## config.mk

```make
export PLATFORM = sky130hd
export DESIGN_NAME = mov_block_seq
export DESIGN_NICKNAME = d
export VERILOG_FILES = /design/src/rtl/mov_block_seq.sv
export SDC_FILE = /design/constraint.sdc
export NUM_CORES = 1
export LEC_CHECK = 0
export CAP_MARGIN = 20
export CORE_UTILIZATION = 50
export DETAILED_ROUTE_END_ITERATION = 16
export PLACE_DENSITY = 0.74
export SLEW_MARGIN = 25
export SYNTH_ARGS = -nofsm -noshare
export SYNTH_HDL_FRONTEND = slang
export SYNTH_SLANG_ARGS = --single-unit
```

## constraint.sdc

```tcl
create_clock -name clk -period 5.5 [get_ports clk]
set_input_delay 1.65 -clock clk [delete_from_list [all_inputs] [get_ports clk]]
set_output_delay 1.65 -clock clk [all_outputs]
set_load 0.01 [all_outputs]
```

## src/rtl/mov_block_seq.sv

```systemverilog
// MOV sequencer: reg->reg, mem->reg, reg->mem and counted mem->mem block moves,
// ending each move with a single-cycle IF pulse back to instruction fetch.
module mov_block_seq #(
    parameter int ADDR_W   = 8,
    parameter int CNT_W    = 4,
    parameter int WAIT_MAX = 15
) (
    input  logic              clk,
    input  logic              reset,
    input  logic              MOVstr,
    input  logic [3:0]        opCode,
    input  logic [ADDR_W-1:0] srcBase,
    input  logic [ADDR_W-1:0] dstBase,
    input  logic [CNT_W-1:0]  count,
    input  logic              memRdy,
    output logic              IF,
    output logic              DIRiEn,
    output logic              DIRjEn,
    output logic              DBRjEn,
    output logic              RrEn,
    output logic              RwEn,
    output logic              MrEn,
    output logic              MwEn,
    output logic [ADDR_W-1:0] srcAddr,
    output logic [ADDR_W-1:0] dstAddr,
    output logic              busy,
    output logic              err
);

    localparam logic [3:0] OP_RR  = 4'b1001;
    localparam logic [3:0] OP_MR  = 4'b1010;
    localparam logic [3:0] OP_RM  = 4'b1011;
    localparam logic [3:0] OP_BLK = 4'b1100;
    localparam int         WAIT_W = $clog2(WAIT_MAX + 1);

    typedef enum logic [2:0] {
        S_IDLE,
        S_DIR,
        S_READ,
        S_XFER,
        S_WRITE,
        S_NEXT,
        S_FETCH
    } state_t;

    state_t            state, state_nx;
    logic [3:0]        op_q;
    logic [ADDR_W-1:0] src_base_q, dst_base_q;
    logic [CNT_W-1:0]  count_q, remaining;
    logic [WAIT_W-1:0] wait_cnt;
    logic              legal, accept, src_mem, dst_mem, in_wait, timeout;

    assign legal   = (opCode == OP_RR) || (opCode == OP_MR) || (opCode == OP_RM) || (opCode == OP_BLK);
    assign accept  = (state == S_IDLE) && MOVstr && legal;
    assign src_mem = (op_q == OP_MR) || (op_q == OP_BLK);
    assign dst_mem = (op_q == OP_RM) || (op_q == OP_BLK);
    assign in_wait = ((state == S_READ) && src_mem) || ((state == S_WRITE) && dst_mem);
    assign timeout = in_wait && !memRdy && (wait_cnt == WAIT_W'(WAIT_MAX - 1));

    always_ff @(posedge clk) begin
        if (!reset) begin
            state <= S_IDLE;
        end else begin
            state <= state_nx;
        end
    end

    always_comb begin
        state_nx = state;
        IF       = 1'b0;
        DIRiEn   = 1'b0;
        DIRjEn   = 1'b0;
        DBRjEn   = 1'b0;
        RrEn     = 1'b0;
        RwEn     = 1'b0;
        MrEn     = 1'b0;
        MwEn     = 1'b0;
        busy     = (state != S_IDLE);
        case (state)
            S_IDLE: begin
                if (accept) begin
                    state_nx = ((opCode == OP_BLK) && (count == '0)) ? S_FETCH : S_DIR;
                end
            end
            S_DIR: begin
                DIRiEn   = 1'b1;
                DIRjEn   = 1'b1;
                state_nx = S_READ;
            end
            S_READ: begin
                if (src_mem) begin
                    MrEn = 1'b1;
                    if (memRdy) begin
                        state_nx = S_XFER;
                    end else if (timeout) begin
                        state_nx = S_FETCH;
                    end
                end else begin
                    RrEn     = 1'b1;
                    state_nx = S_XFER;
                end
            end
            S_XFER: begin
                DBRjEn   = 1'b1;
                state_nx = S_WRITE;
            end
            S_WRITE: begin
                if (dst_mem) begin
                    MwEn = 1'b1;
                    if (memRdy) begin
                        state_nx = S_NEXT;
                    end else if (timeout) begin
                        state_nx = S_FETCH;
                    end
                end else begin
                    RwEn     = 1'b1;
                    state_nx = S_NEXT;
                end
            end
            S_NEXT: begin
                state_nx = (remaining != CNT_W'(1)) ? S_READ : S_FETCH;
            end
            S_FETCH: begin
                IF       = 1'b1;
                state_nx = S_IDLE;
            end
            default: state_nx = S_IDLE;
        endcase
    end

    always_ff @(posedge clk) begin
        if (!reset) begin
            op_q       <= '0;
            src_base_q <= '0;
            dst_base_q <= '0;
            count_q    <= '0;
            remaining  <= '0;
            srcAddr    <= '0;
            dstAddr    <= '0;
            wait_cnt   <= '0;
            err        <= 1'b0;
        end else begin
            if (accept) begin
                op_q       <= opCode;
                src_base_q <= srcBase;
                dst_base_q <= dstBase;
                count_q    <= count;
                err        <= 1'b0;
            end
            if (state == S_DIR) begin
                srcAddr   <= src_base_q;
                dstAddr   <= dst_base_q;
                remaining <= (op_q == OP_BLK) ? count_q : CNT_W'(1);
            end
            // Addresses advance only when another word follows, so they end on the last word moved.
            if (state == S_NEXT) begin
                remaining <= remaining - CNT_W'(1);
                if (remaining != CNT_W'(1)) begin
                    srcAddr <= srcAddr + ADDR_W'(1);
                    dstAddr <= dstAddr + ADDR_W'(1);
                end
            end
            if (timeout) begin
                err <= 1'b1;
            end
            // Any state change restarts the wait counter, so each memory wait starts from zero.
            if (state_nx != state) begin
                wait_cnt <= '0;
            end else if (in_wait) begin
                wait_cnt <= wait_cnt + WAIT_W'(1);
            end
        end
    end

endmodule

```

==> results.md <==
- Crit path required time: just under 4 ns
- Endpoints failing setup: 0
- Post CTS Setup Buffer Count: 0
- FFs w/ async S/R, synth: 0%
- Worst-path clk slew: around 0.090 ns
- CTS Hold Bufs: 0
- Critical Path, Cell by Cell: nand2b_1, nor2_1, buf_4, clkdlybuf4s50_1
- Layout Nets: around 400
- Starting Density: 53.1%
- Slew Limit Headroom: approximately 39%
- VDD IR max: around 0.00016 V
- Routed Antenna Nets: 0
- CP max stage delay: 0.58 ns
- Antenna violations before repair: 0
- Sequential area share after synthesis: 40.4%
- # port buffers: between 50 and 60
- Share of layout cells above drive strength 1: 5.21%
- RSZ-0062 raised after global routing: false
- Clock buffer depth: 2
- Total gr overflow: 0
- Largest net degree at the start of global routing: 47
- Die W: between 70 and 80 um
- Number of buffers created by CTS: 5
- First-pass GRT wire length: 10.4 mm
- Synth cell types: 53
- Static leakage: around 1.2 nW
- Layout Skew: roughly 0.0067 ns
- Clock sinks: 52
- Placer congestion estimate: 0.842
- Die height: approximately 74 um
- Worst-skew pair later-pin latency: 0.30 ns
- Die Area: ~5400 um2
- Top-Level Pins: 54
- Worst EP arrival: approximately 2.3 ns
- Post-route minimum period: ~4.0 ns
- Commonest non-fill, non-tap cell in the layout: nand2_1
- Worst setup path class: reg2out
- Status: finished, final reports clean
- H-tree depth: 2
- Startpoint Class: flop
- Clk root buf: clkbuf_8
- # DRC: 0
- Syn_nets: around 360
- Worst setup margin: ~1.5 ns
- # diodes: 0
- Pre-CTS setup slack: approximately 1.7 ns
- Ys Warns: 0
- Avg WL per Cell: 15.0 um
- Hold Crit Start: count_q[0]
- Peak Freq: between 200 and 300 MHz
- Max Cap Viol: 0
- DRT Wirelength: around 6.5 mm
- Min-Delay Endpoint: count_q[0]
- Final Cycle Share: between 70% and 80%
- Area growth from synthesis to layout: 25.0%
- Pwr/cell area: between 200 and 300 nW/um2
- Setup_tns: 0 ns
- Synthesized flop and latch total: 52
- GRT Total Usage: approximately 25%
- Worst min path class: reg2reg
- Core area: 4850 um2
- Crit-path max FO: 19
- Top FF cell, synth: dfxtp_1
- Number of synthesized flops with an enable pin: 0
- Mapped cell area: between 2000 and 3000 um2
- Worst Hold Depth: 2
- Number of failing hold endpoints at the final stage: 0
- CTS tree: built
- Slew Limit Fails: 0
- Actual slew at the worst max-slew pin: between 0.9 and 1 ns
- Worst R2R Path Depth: 4
- Vias: 2518
- Routed vias/inst: a little under 6
- CP Capture Type: output pin
- Iter 0 DRT Violations: 176
- Reg-to-reg critical path startpoint: state[2]
- Cells after synthesis: ~320
- Average size of a mapped cell: around 8.0 um2
- Hpwl dp: 4.37 mm
- Num rows: 25
- Initial DRT Pass Iterations: 5
- Post-CTS Resized: 0
- Slowest cell on crit path: dfxtp_1
- Vias in the first global route: approximately 2200
- FF-to-FF setup slack: roughly 3.0 ns
- FF-to-FF End: src_base_q[0]
- Most frequent cells in the layout: nand2_1 (54), clkdlybuf4s50_1 (53), dfxtp_1 (52), a21oi_1 (35), nor2_1 (34)
[state kept, by name, summed over array words and instances, names as in the netlist]
register / count
err: 1
src_base_q: 8
dst_base_q: 8
op_q: 4
wait_cnt: 4
state: 3
srcAddr: 8
dstAddr: 8
count_q: 4
remaining: 4
[cells in the mapped netlist (6+ instances only)]
library cell  instances  share of area (%)
ha_1                  6                2.9
o21ai_0              14                2.7
dfxtp_1              52                 40
and3_1               12                2.9
clkbuf_1             13                1.9
a21oi_1              35                6.8
a221oi_1              6                2.0
nand2_1              54                7.9
buf_2                 6                1.2
nor2_1               34                5.0
a31oi_1               8                1.9
inv_1                 6               0.87
[cells by family after synthesis]
kind of cell,count (synthesis),share of synthesized area (%)
XOR/XNOR,5,1.70
adder cells (fa/ha/maj),6,2.91
multiplexers,1,0.437
buffers and inverters,27,4.37
flip-flops,52,40.4
AO/OA/AOI/OAI,88,21.7
AND/OR/NAND/NOR,144,28.5
[critical path: cells and delay by family, from the launching register on]
family / cells / cell delay [ns]
and+or+nand+nor: 2 / 0.56
buffers and inverters: 2 / 0.87
DFF: 1 / 0.58
[area by class of cell]
cell class                      instances  area [um2]
Clock buffer                            6        72.6
Clock inverter                          2        35.0
Fill cell                             432        1630
Inverter                                7        26.3
Multi-Input combinational cell        244        1420
Sequential cell                        52        1040
Tap cell                               67        83.8
Timing Repair Buffer                   54         538
[power breakdown]
part | internal, mW | switching (mW)
sequential | 0.396 | 0.0260
clock | 0.135 | 0.125
combinational | 0.0801 | 0.0942
[through the flow]
step | area, um2 | total power [mW] | std cells | hold slack (ns) | utilization, %
6_report | 3220 | 0.857 | 432 | 0.458 | 66.4
5_1_grt | 3220 | 0.898 | 432 | 0.475 | 66.4
4_1_cts | 3220 | 0.860 | 432 | 0.456 | 66.4
3_5_place_dp | 3110 | 0.604 | 424 | 0.443 | 64.2
3_3_place_gp | 3110 | 0.601 | 424 | 0.442 | 64.2
2_1_floorplan | 2580 | 0.536 | 323 | 0.431 | -
[layer usage]
layer  part of all wire, %  track usage [%]  vias up
li1                      -                -     1225
met1                    47             33.3     1197
met2                    47             39.8       90
met3                   5.8             4.53        6
met4                  0.79             8.76        0
met5                     0                0        -
[worst max path at each step]
| stage | start | to | slack [ns] | cells after the start |
|---|---|---|---|---|
| final | state[0] | DIRjEn | 1.53 | 4 |
| after global routing | state[2] | MwEn | 1.41 | 3 |
| after CTS | state[0] | DIRjEn | 1.53 | 4 |
| after detailed placement | opCode[0] | wait_cnt[1] | 1.66 | 6 |
| after global placement | opCode[0] | wait_cnt[1] | 1.69 | 6 |
| after floorplan | opCode[0] | wait_cnt[1] | 2.45 | 5 |
Note: power is estimated with default switching activity, not from simulation.
